--- src/rtl/product_accumulator_if.sv ---
// Product-stream input and result output handshake bundle for product_accumulator.
interface product_accumulator_if #(
    parameter int unsigned ACC_W = 72,
    parameter int unsigned CNT_W = 9
);
    localparam int unsigned PROD_W = 64;

    logic              in_valid;
    logic              in_ready;
    logic [PROD_W-1:0] in_product;
    logic              in_last;
    logic              clear;
    logic              out_valid;
    logic              out_ready;
    logic [ACC_W-1:0]  out_sum;
    logic [CNT_W-1:0]  out_count;
    logic              out_overflow;

    modport master (
        output in_valid, in_product, in_last, clear, out_ready,
        input  in_ready, out_valid, out_sum, out_count, out_overflow
    );

    modport slave (
        input  in_valid, in_product, in_last, clear, out_ready,
        output in_ready, out_valid, out_sum, out_count, out_overflow
    );
endinterface

--- src/rtl/product_accumulator.sv ---
// Sums runs of 64-bit unsigned products (closed by a last flag or MAX_TERMS) and
// presents sum, term count and sticky overflow on a valid/ready result port.
module product_accumulator #(
    parameter int unsigned ACC_W     = 72,
    parameter int unsigned MAX_TERMS = 256,
    parameter int unsigned CNT_W     = 9
) (
    input logic                 clk,
    input logic                 rst,
    product_accumulator_if.slave bus
);
    typedef enum logic {ACCUM, DONE} state_t;

    state_t             state_q, state_d;
    logic [ACC_W-1:0]   acc_q, acc_d;
    logic [CNT_W-1:0]   cnt_q, cnt_d;
    logic               ovf_q, ovf_d;
    logic               out_valid_q, out_valid_d;
    logic [ACC_W-1:0]   out_sum_q, out_sum_d;
    logic [CNT_W-1:0]   out_count_q, out_count_d;
    logic               out_overflow_q, out_overflow_d;

    logic [ACC_W-1:0]   base_acc;
    logic [CNT_W-1:0]   base_cnt;
    logic               base_ovf;
    logic [CNT_W-1:0]   next_cnt;
    logic [ACC_W:0]     sum;
    logic               ready;
    logic               take;
    logic               closes;

    // Ready while accumulating, or when the held result is popped this cycle.
    assign ready = !rst && ((state_q == ACCUM) || bus.out_ready);

    assign bus.in_ready     = ready;
    assign bus.out_valid    = out_valid_q;
    assign bus.out_sum      = out_sum_q;
    assign bus.out_count    = out_count_q;
    assign bus.out_overflow = out_overflow_q;

    always_comb begin
        state_d        = state_q;
        acc_d          = acc_q;
        cnt_d          = cnt_q;
        ovf_d          = ovf_q;
        out_valid_d    = out_valid_q;
        out_sum_d      = out_sum_q;
        out_count_d    = out_count_q;
        out_overflow_d = out_overflow_q;

        // A beat taken in DONE is the first term of a fresh run.
        base_acc = (state_q == ACCUM) ? acc_q : '0;
        base_cnt = (state_q == ACCUM) ? cnt_q : '0;
        base_ovf = (state_q == ACCUM) ? ovf_q : 1'b0;

        sum      = {1'b0, base_acc} + (ACC_W+1)'(bus.in_product);
        next_cnt = base_cnt + CNT_W'(1);
        take     = bus.in_valid && ready && !bus.clear;
        closes   = take && (bus.in_last || (next_cnt == CNT_W'(MAX_TERMS)));

        if ((state_q == DONE) && bus.out_ready) begin
            out_valid_d = 1'b0;
            state_d     = ACCUM;
        end

        if (bus.clear) begin
            acc_d = '0;
            cnt_d = '0;
            ovf_d = 1'b0;
        end else if (closes) begin
            out_sum_d      = sum[ACC_W-1:0];
            out_count_d    = next_cnt;
            out_overflow_d = base_ovf | sum[ACC_W];
            out_valid_d    = 1'b1;
            state_d        = DONE;
            acc_d          = '0;
            cnt_d          = '0;
            ovf_d          = 1'b0;
        end else if (take) begin
            acc_d = sum[ACC_W-1:0];
            cnt_d = next_cnt;
            ovf_d = base_ovf | sum[ACC_W];
        end
    end

    always_ff @(posedge clk) begin
        if (rst) begin
            state_q        <= ACCUM;
            acc_q          <= '0;
            cnt_q          <= '0;
            ovf_q          <= 1'b0;
            out_valid_q    <= 1'b0;
            out_sum_q      <= '0;
            out_count_q    <= '0;
            out_overflow_q <= 1'b0;
        end else begin
            state_q        <= state_d;
            acc_q          <= acc_d;
            cnt_q          <= cnt_d;
            ovf_q          <= ovf_d;
            out_valid_q    <= out_valid_d;
            out_sum_q      <= out_sum_d;
            out_count_q    <= out_count_d;
            out_overflow_q <= out_overflow_d;
        end
    end
endmodule

--- src/flat_wrapper.sv ---
// flat-port wrapper written by rule: the top's interface ports become plain ports
module product_accumulator_flat 
#(
    parameter int unsigned ACC_W     = 72,
    parameter int unsigned MAX_TERMS = 256,
    parameter int unsigned CNT_W     = 9
)
  (clk, rst, bus_in_valid, bus_in_product, bus_in_last, bus_clear, bus_out_ready, bus_in_ready, bus_out_valid, bus_out_sum, bus_out_count, bus_out_overflow);
  product_accumulator_if #(.ACC_W(ACC_W), .CNT_W(CNT_W)) bus_i ();
  input logic clk;
  input logic rst;
  input wire logic [$bits(bus_i.in_valid)-1:0] bus_in_valid;
  input wire logic [$bits(bus_i.in_product)-1:0] bus_in_product;
  input wire logic [$bits(bus_i.in_last)-1:0] bus_in_last;
  input wire logic [$bits(bus_i.clear)-1:0] bus_clear;
  input wire logic [$bits(bus_i.out_ready)-1:0] bus_out_ready;
  output wire logic [$bits(bus_i.in_ready)-1:0] bus_in_ready;
  output wire logic [$bits(bus_i.out_valid)-1:0] bus_out_valid;
  output wire logic [$bits(bus_i.out_sum)-1:0] bus_out_sum;
  output wire logic [$bits(bus_i.out_count)-1:0] bus_out_count;
  output wire logic [$bits(bus_i.out_overflow)-1:0] bus_out_overflow;
  assign bus_i.in_valid = bus_in_valid;
  assign bus_i.in_product = bus_in_product;
  assign bus_i.in_last = bus_in_last;
  assign bus_i.clear = bus_clear;
  assign bus_i.out_ready = bus_out_ready;
  assign bus_in_ready = bus_i.in_ready;
  assign bus_out_valid = bus_i.out_valid;
  assign bus_out_sum = bus_i.out_sum;
  assign bus_out_count = bus_i.out_count;
  assign bus_out_overflow = bus_i.out_overflow;
  product_accumulator #(.ACC_W(ACC_W), .MAX_TERMS(MAX_TERMS), .CNT_W(CNT_W)) u_core (.clk(clk), .rst(rst), .bus(bus_i));
endmodule
--- config.mk ---
export PLATFORM = sky130hd
export DESIGN_NAME = product_accumulator_flat
export DESIGN_NICKNAME = d
export VERILOG_FILES = /design/src/rtl/product_accumulator_if.sv /design/src/rtl/product_accumulator.sv /design/src/flat_wrapper.sv
export SDC_FILE = /design/constraint.sdc
export NUM_CORES = 1
export LEC_CHECK = 0
export CAP_MARGIN = 30
export CORE_ASPECT_RATIO = 1.25
export CORE_UTILIZATION = 60
export DETAILED_ROUTE_END_ITERATION = 12
export DONT_BUFFER_PORTS = 1
export PLACE_DENSITY = 0.76
export SETUP_SLACK_MARGIN = 0.3
export SLEW_MARGIN = 20
export SYNTH_ARGS = -nofsm -noshare
export SYNTH_HDL_FRONTEND = slang
export SYNTH_SLANG_ARGS = --single-unit
export TNS_END_PERCENT = 10
--- constraint.sdc ---
create_clock -name clk -period 5.8 [get_ports clk]
set_clock_uncertainty 0.15 [all_clocks]
set_input_delay 1.16 -clock clk [delete_from_list [all_inputs] [get_ports clk]]
set_output_delay 1.16 -clock clk [all_outputs]
set_load 0.1 [all_outputs]
* Word level (Yosys, flattened, before mapping)
Cells that the tools add are included.
** Cells by class
- Multiplexer cells :: 9
- $add $sub $neg :: 2
- Eq/ne operators :: 1
- Bitwise logic cells :: 3
- Reductions and logical operators :: 11
** Operator list (number)
- 72-bit by 64-bit adder with 73-bit output :: 1
- 72-bit two-way mux :: 1
- 9-bit by 1-bit adder with 9-bit output, second input constant :: 1
- 9-bit == test, second input constant :: 1
- 9-bit two-way mux :: 1
- 1-bit two-way mux :: 7
- 1-bit logical AND :: 5
- 3-bit OR reduction :: 1
- 1-bit logical NOT :: 2
- 1-bit logical OR :: 2
- 1-bit NOT :: 2
- 2-bit AND reduction :: 1
- 1-bit OR :: 1
** Word-level totals
- Input bits :: 70
- Output and inout bits :: 84
- Register bits after elaboration :: 166

* Logic depth before layout (Yosys ltp)
Gate-level depths: netlist of run 1.
- Depth in word-level cells :: 8
- Depth in mapped cells :: 17

* Least setup slack after synthesis of run 1
No wires, ideal clock.
- Path type :: input -> register
- From :: input port bus_in_product[0]
- To :: register u_core.out_sum_q[68] (netlist: u_core.bus.out_sum[68])
- Setup time :: 80 ps
- Data arrival time :: 3824 ps
- Data required time :: 5570 ps
- Stages on the path :: 13
- Path slack :: 1746 ps
- Cells stage by stage :: ha_1 -> fa_1 -> a21oi_1 -> o21ai_1 -> a221oi_4 -> o211a_2 -> o22ai_2 -> o21ai_2 -> a21oi_2 -> o41a_4 -> and4_4 -> xnor2_1 -> a211oi_2
** Between the ends
- Cells in the longest elaborated chain, start to end :: 1
** RTL lines
- from (decl) :: line flat_wrapper.sv:13 : input wire logic [$bits(bus_i.in_product)-1:0] bus_in_product;
- 72-bit by 64-bit adder with 73-bit output :: line product_accumulator.sv:56 : sum = {1'b0, base_acc} + (ACC_W+1)'(bus.in_product);
- to (signal assigned) :: line product_accumulator.sv:102 : out_sum_q <= out_sum_d;
- to (decl) :: line product_accumulator.sv:19 : logic [ACC_W-1:0] out_sum_q, out_sum_d;
Every way passes these cells.
A chain may end at the register's enable or synchronous reset.

* Final worst setup path of run 1
- From :: register u_core.state_q
- To :: register u_core.out_sum_q[68] (netlist: u_core.bus.out_sum[68])
** Between the ends
- Cells in the longest elaborated chain, start to end :: 7
- Elaborated cells between the ends (all ways) :: 13
** RTL lines
- from (decl) :: line product_accumulator.sv:14 : state_t state_q, state_d;
- from (signal assigned) :: line product_accumulator.sv:97 : state_q <= state_d;
- branches (longest 7 deep; another with 9-bit by 1-bit adder with 9-bit output)
Parallel ways; which one is timed is not known.

==> impl_metrics.tcl, run 1 <==
set metrics [dict create \
    die_w_um 122 \
    rr_worst_depth 15 \
    yosys_register_bits 166 \
    synth_cell_types 76 \
    core_um2 17500 \
    synth_top_area_frac 0.310 \
    min_path_type "reg2reg" \
    fmax_mhz 239 \
    max_cap_viol_count 0 \
    critPathBufInv 1 \
    grt_overflow 0 \
    worstHoldPathCells 2 \
    synth-edff-count 0 \
    syn_nets 1586 \
    start_util 0.613 \
    syn_area_per_cell_um2 7.41 \
    cts_setup_buffers 0 \
    switching_share 0.307 \
    syn2layout_area_growth_pct 6.88 \
    num_rows 54 \
    antenna_left 0 \
    clock_latency_ps 440 \
    grtUsageMet3 0.0704 \
    setup_tns_ps 0 \
    cts_resized 0 \
    wl_per_cell_um 17.2 \
    hold_ws_ps 300 \
    synth_area_leaders "dfxtp_1 31%, nand2_1 11%, a21oi_1 10%" \
    cts_max_path_buffers 2 \
    dieArea_um2 18400 \
    path_delay_family "compound AO/OA/AOI/OAI gates" \
    vias 9923 \
    cts_buffers 17 \
    drtIter0Drc 681 \
    clkSlewWorstSetupHoldPaths_ps 70 \
    power.density_nw_per_um2 228 \
    nets 1543 \
    grt_pass1_wl_mm 45.2 \
    start_kind "flip-flop" \
    crit_slowest_cell "dfxtp_2" \
    synth-warning-count 0 \
    p_leak_nw 4.51 \
    power.internal_w 0.00181 \
    cp_max_fo 18 \
    use_met1 0.366 \
    grt_pass1_vias 9229 \
    path_depth 15 \
    drt-total-wl_mm 28.2 \
    rsz0062_at_grt "no" \
    drc_errors 0 \
    final_layout_size_suffix_gt1_frac 0.0620 \
    cts-htree-levels 4 \
    tightest_slew_ps 1030 \
    viasPerCell 6.04 \
    grt_start_max_net_pins 88 \
    seq_power_share 0.482 \
    cts_hold_buf 0 \
    antenna_found_initial 0 \
    drt_first_pass_iters 5 \
    vdd_drop_max_mv 0.201 \
    run_status "complete, no violations" \
    worstPathArrival_ps 4390 \
    n_antenna_cell 0 \
    ys_async_sr_fraction 0 \
    synth_area_um2 10700 \
    end_kind "flip-flop" \
    dpl.hpwl_mm 20.4 \
    switchingPower_w 0.000802 \
    grt_usage 0.309 \
    period_needed_ps 4180 \
    relSlewSlack 0.312 \
    clkPwrFrac 0.404 \
    gr-usage-met2 0.546 \
    slowest_delay_ps 520 \
    grt-busiest-layer "met2" \
    ys.flop_type "dfxtp_1" \
    io_buffers 0 \
    crit_chain "buf_4 -> nor2b_1 -> ha_1 -> fa_1 -> a21oi_1 -> o21ai_1 -> a221oi_4 -> o211a_2 -> o22ai_2 -> o21ai_2 -> a21oi_2 -> o41a_4 -> and4_4 -> xnor2_1 -> a211oi_2" \
    cts.sinks 166 \
    ios 154 \
    place.gp.congestion 0.938 \
    r2r_slack_ps 1620 \
    setup_viol 0 \
    cts_root_buffer "clkbuf_16" \
    total_power_w 0.00261 \
    finalHoldViolCount 0 \
    cts_tree "built" \
    pwr-share-comb 0.114 \
    syn_inst 1449 \
    worstPathRequired_ps 6010 \
    slew_violations 0 \
    yosys.area.top_type "dfxtp_1" \
    fin_crit_sh 0.720 \
    die_y_um 152 \
    path_class "reg2reg" \
    ys_seq_area_frac 0.310 \
]
==> per-stage QoR <==
step / area [um2] / utilization / worst slack (ps) / instances
finish: 11500 / 0.655 / 1620 / 1643
global route: 11500 / 0.655 / 1290 / 1643
CTS: 11300 / 0.646 / 1650 / 1631
detailed placement: 10800 / 0.616 / 1420 / 1599
global placement: 10700 / 0.611 / 1480 / 1594
floorplan: 10700 / - / 1750 / 1449
==> state kept, by name, indices dropped and copies added (netlist names) <==
register	cells
u_core.acc_q	72
u_core.bus.out_count	9
u_core.bus.out_overflow	1
u_core.bus.out_sum	72
u_core.bus.out_valid	1
u_core.cnt_q	9
u_core.ovf_q	1
u_core.state_q	1
==> final cells by class <==
cell class	count	area, um2
clock buffers	18	429
multi-input cells	1180	6960
well taps	224	280
inverters	16	60.1
flip-flops and latches	166	3320
fillers	1652	6030
clock inverters	14	104
repair buffers	25	315
==> synth_stat cells, drive strengths merged (5+ instances only) <==
cell / n
nor2: 85
and3: 12
nand3b: 6
o21bai: 15
dfxtp: 166
nand3: 31
xnor2: 48
o21ai: 65
nand4: 18
nand2: 327
a21oi: 228
xor2: 27
inv: 16
o22ai: 5
nor2b: 80
ha: 66
a21boi: 6
and2: 6
clkbuf: 47
a211oi: 18
nor4: 8
a31oi: 7
buf: 39
o21a: 5
a21o: 36
nor3: 18
and4: 5
==> worst reg2reg max path: cells and delay by family (launching register included) <==
kind / cells / cell delay (ps)
AOI/OAI and AO/OA: 9 / 2080
and+or+nand+nor: 2 / 300
adders and majority gates: 2 / 610
DFF: 1 / 520
xor gates and xnor gates: 1 / 130
buffers and inverters: 1 / 310
==> power groups by stage <==
stage	sequential (W)	clock, W	combinational, W
final	0.00126	0.00106	0.000298
after global routing	0.00126	0.00111	0.000328
after CTS	0.00127	0.00106	0.000281
after detailed placement	0.00129	0	0.000279
after global placement	0.00129	0	0.000272
after floorplan	0.00129	0	0.000232
==> cells by family after synthesis <==
| kind of cell | count (synthesis) | share of synthesized area |
|---|---|---|
| buf+inv | 103 | 0.0437 |
| fa+ha+maj | 67 | 0.0788 |
| mux | 4 | 0.00373 |
| flops | 166 | 0.310 |
| xor+xnor | 75 | 0.0612 |
| compound gates | 425 | 0.246 |
| simple gates | 609 | 0.257 |
==> worst paths after layout <==
kind / endpoint / from
worst max-delay path: u_core.bus.out_sum[68]$_SDFFE_PP0P_ / u_core.state_q$_SDFF_PP0_
worst min-delay path: u_core.acc_q[50]$_SDFFE_PP0P_ / u_core.acc_q[50]$_SDFFE_PP0P_
worst max register to register: u_core.bus.out_sum[68]$_SDFFE_PP0P_ / u_core.state_q$_SDFF_PP0_
worst min register to register: u_core.acc_q[50]$_SDFFE_PP0P_ / u_core.acc_q[50]$_SDFFE_PP0P_
==> layout by cell type (no fill, tap or decap), types with 8 or more instances in the layout <==
cell type	count
inv_1	16
o21bai_1	15
nor4_1	8
nor3_1	18
a21o_1	35
xor2_1	27
nand3_1	30
nand2_1	325
a211oi_1	17
xnor2_1	48
o21ai_0	50
o21ai_1	10
a21oi_1	222
dfxtp_1	165
clkbuf_16	17
nor2_1	84
and3_1	10
ha_1	66
nor2b_1	79
nand4_1	18
==> layer usage <==
layer  part of all wire  vias to the layer above  wire length (um)
met5                  0                        -                 0
met4              0.021                        0               585
met3              0.059                       48              1670
met2               0.49                      284             13800
met1               0.43                     4641             12200
li1                   -                     4950                 -
(Power assumes the default switching activity.)
==> run 2: changes to the inputs <==
Clock period 5.8 ns to 4.36 ns, I/O delays scaled along.
==> impl_metrics.tcl, run 2 (synthesis gave the netlist of run 1 again) <==
set metrics [dict create \
    drtIter0Drc 726 \
    cts_max_path_buffers 2 \
    min_path_type "reg2reg" \
    cts_root_buffer "clkbuf_16" \
    num_rows 54 \
    final_layout_size_suffix_gt1_frac 0.0694 \
    wl_per_cell_um 17.4 \
    path_class "reg2reg" \
    grt_pass1_wl_mm 46.8 \
    clock_latency_ps 440 \
    rr_startpoint "u_core.state_q$_SDFF_PP0_" \
    max_cap_viol_count 0 \
    r2r_end "u_core.acc_q[49]$_SDFFE_PP0P_" \
    vdd_drop_max_mv 0.269 \
    syn2layout_area_growth_pct 7.74 \
    vias 10000 \
    fillerInstances 1609 \
    start_util 0.613 \
    hold_ws_ps 297 \
    antenna_found_initial 0 \
    dieArea_um2 18400 \
    p_leak_nw 4.58 \
    dpl.hpwl_mm 21.5 \
    run_status "complete, no violations" \
    viasPerCell 6.07 \
    grt_overflow 0 \
    fin_crit_sh 0.891 \
    slew_violations 0 \
    die_y_um 152 \
    cts.sinks 166 \
    rsz0062_at_grt "yes" \
    setup_tns_ps 0 \
    clkSlewWorstSetupHoldPaths_ps 70 \
    die_w_um 122 \
    worstPathArrival_ps 4090 \
    setup_viol 0 \
    start_kind "flip-flop" \
    end_kind "flip-flop" \
    cp_max_fo 23 \
    layout_commonest_cell "nand2_1" \
    drt_first_pass_iters 6 \
    grt_pass1_vias 9589 \
    fmax_mhz 258 \
    grt_start_max_net_pins 88 \
    rr_worst_depth 14 \
    period_needed_ps 3880 \
    multi_input_area_um2 6960 \
    cts_tree "built" \
    drt-total-wl_mm 28.7 \
    cts_buffers 17 \
    final_cell_mix "325 x nand2_1, 221 x a21oi_1, 165 x dfxtp_1" \
    io_buffers 0 \
    drc_errors 0 \
    holdPathEnd "u_core.acc_q[56]$_SDFFE_PP0P_" \
    antenna_left 0 \
    power.density_nw_per_um2 309 \
    nets 1551 \
    relSlewSlack 0.301 \
    hold_start "u_core.acc_q[56]$_SDFFE_PP0P_" \
    regArea_um2 3320 \
    grt_usage 0.317 \
    fin_util 0.661 \
    finalHoldViolCount 0 \
    n_antenna_cell 0 \
    place.gp.congestion 0.971 \
    worstHoldPathCells 2 \
    r2r_slack_ps 480 \
    core_um2 17500 \
    ios 154 \
    cts-htree-levels 4 \
    tightest_slew_ps 1050 \
    worstPathRequired_ps 4560 \
]
run 2: cell types whose count changed in the layout (fill, tap and decap cells not counted), moves of 2 or more:
cell,change
clkinvlp_4,-2
buf_12,+2
buf_16,-2
inv_6,+3
buf_4,+11
clkinv_2,-3
clkbuf_1,-2
run 2: worst max-delay path by stage:
stage / start / end / slack [ps] / cells after the start
2_1_floorplan: u_core.state_q$_SDFF_PP0_ / u_core.bus.out_sum[68]$_SDFFE_PP0P_ / 400 / 17
3_3_place_gp: bus_in_product[0] / u_core.bus.out_sum[68]$_SDFFE_PP0P_ / 380 / 13
3_5_place_dp: bus_in_product[0] / u_core.bus.out_sum[68]$_SDFFE_PP0P_ / 280 / 13
4_1_cts: u_core.state_q$_SDFF_PP0_ / u_core.acc_q[49]$_SDFFE_PP0P_ / 410 / 14
5_1_grt: u_core.state_q$_SDFF_PP0_ / u_core.acc_q[62]$_SDFFE_PP0P_ / 260 / 14
6_report: u_core.state_q$_SDFF_PP0_ / u_core.acc_q[49]$_SDFFE_PP0P_ / 480 / 14
run 2: worst max-delay path: stages, from the launching register on:
cell and delay [ps]:
dfxtp_2 380, buf_4 290, nor2b_1 100, ha_1 370
a21oi_1 280, o21ai_2 120, a2111oi_2 510, a21oi_2 140
o311ai_0 480, o311ai_1 330, nand2_1 150, nand2_1 70
xor2_1 200, nand2_1 70, a21oi_1 150
run 2: routing by layer:
| layer | wire length, um | up-vias | track usage |
|---|---|---|---|
| met5 | 0 | - | 0 |
| met4 | 805 | 0 | 0.125 |
| met3 | 1720 | 59 | 0.0666 |
| met2 | 14000 | 323 | 0.544 |
| met1 | 12200 | 4671 | 0.385 |
| li1 | - | 4968 | - |
run 2: cell type report:
cell class,instances,share of cell area
Multi-Input combinational cell,1180,0.602
Sequential cell,166,0.288
Clock buffer,18,0.0380
Timing Repair Buffer,33,0.0311
Tap cell,224,0.0242
Clock inverter,14,0.0120
Inverter,16,0.00519
run 2: repair_timing:
item	in CTS	in global routing
buffers inserted	0	0
hold buffers	0	0
setup endpoints to repair	0	8
gates resized for setup	0	2
run 2: per-stage QoR:
stage,area [um2],power [W],setup slack (ps),instances
2_1_floorplan,10700,0.00202,402,1449
3_3_place_gp,10800,0.00209,376,1607
3_5_place_dp,10900,0.00210,283,1611
4_1_cts,11500,0.00358,414,1643
5_1_grt,11600,0.00370,261,1651
6_report,11600,0.00357,477,1651
run 2: power by group:
part	total [W]	switching, W	internal (W)
clock network	0.00150	0.000681	0.000818
logic	0.000395	0.000261	0.000133
registers	0.00168	0.000136	0.00154
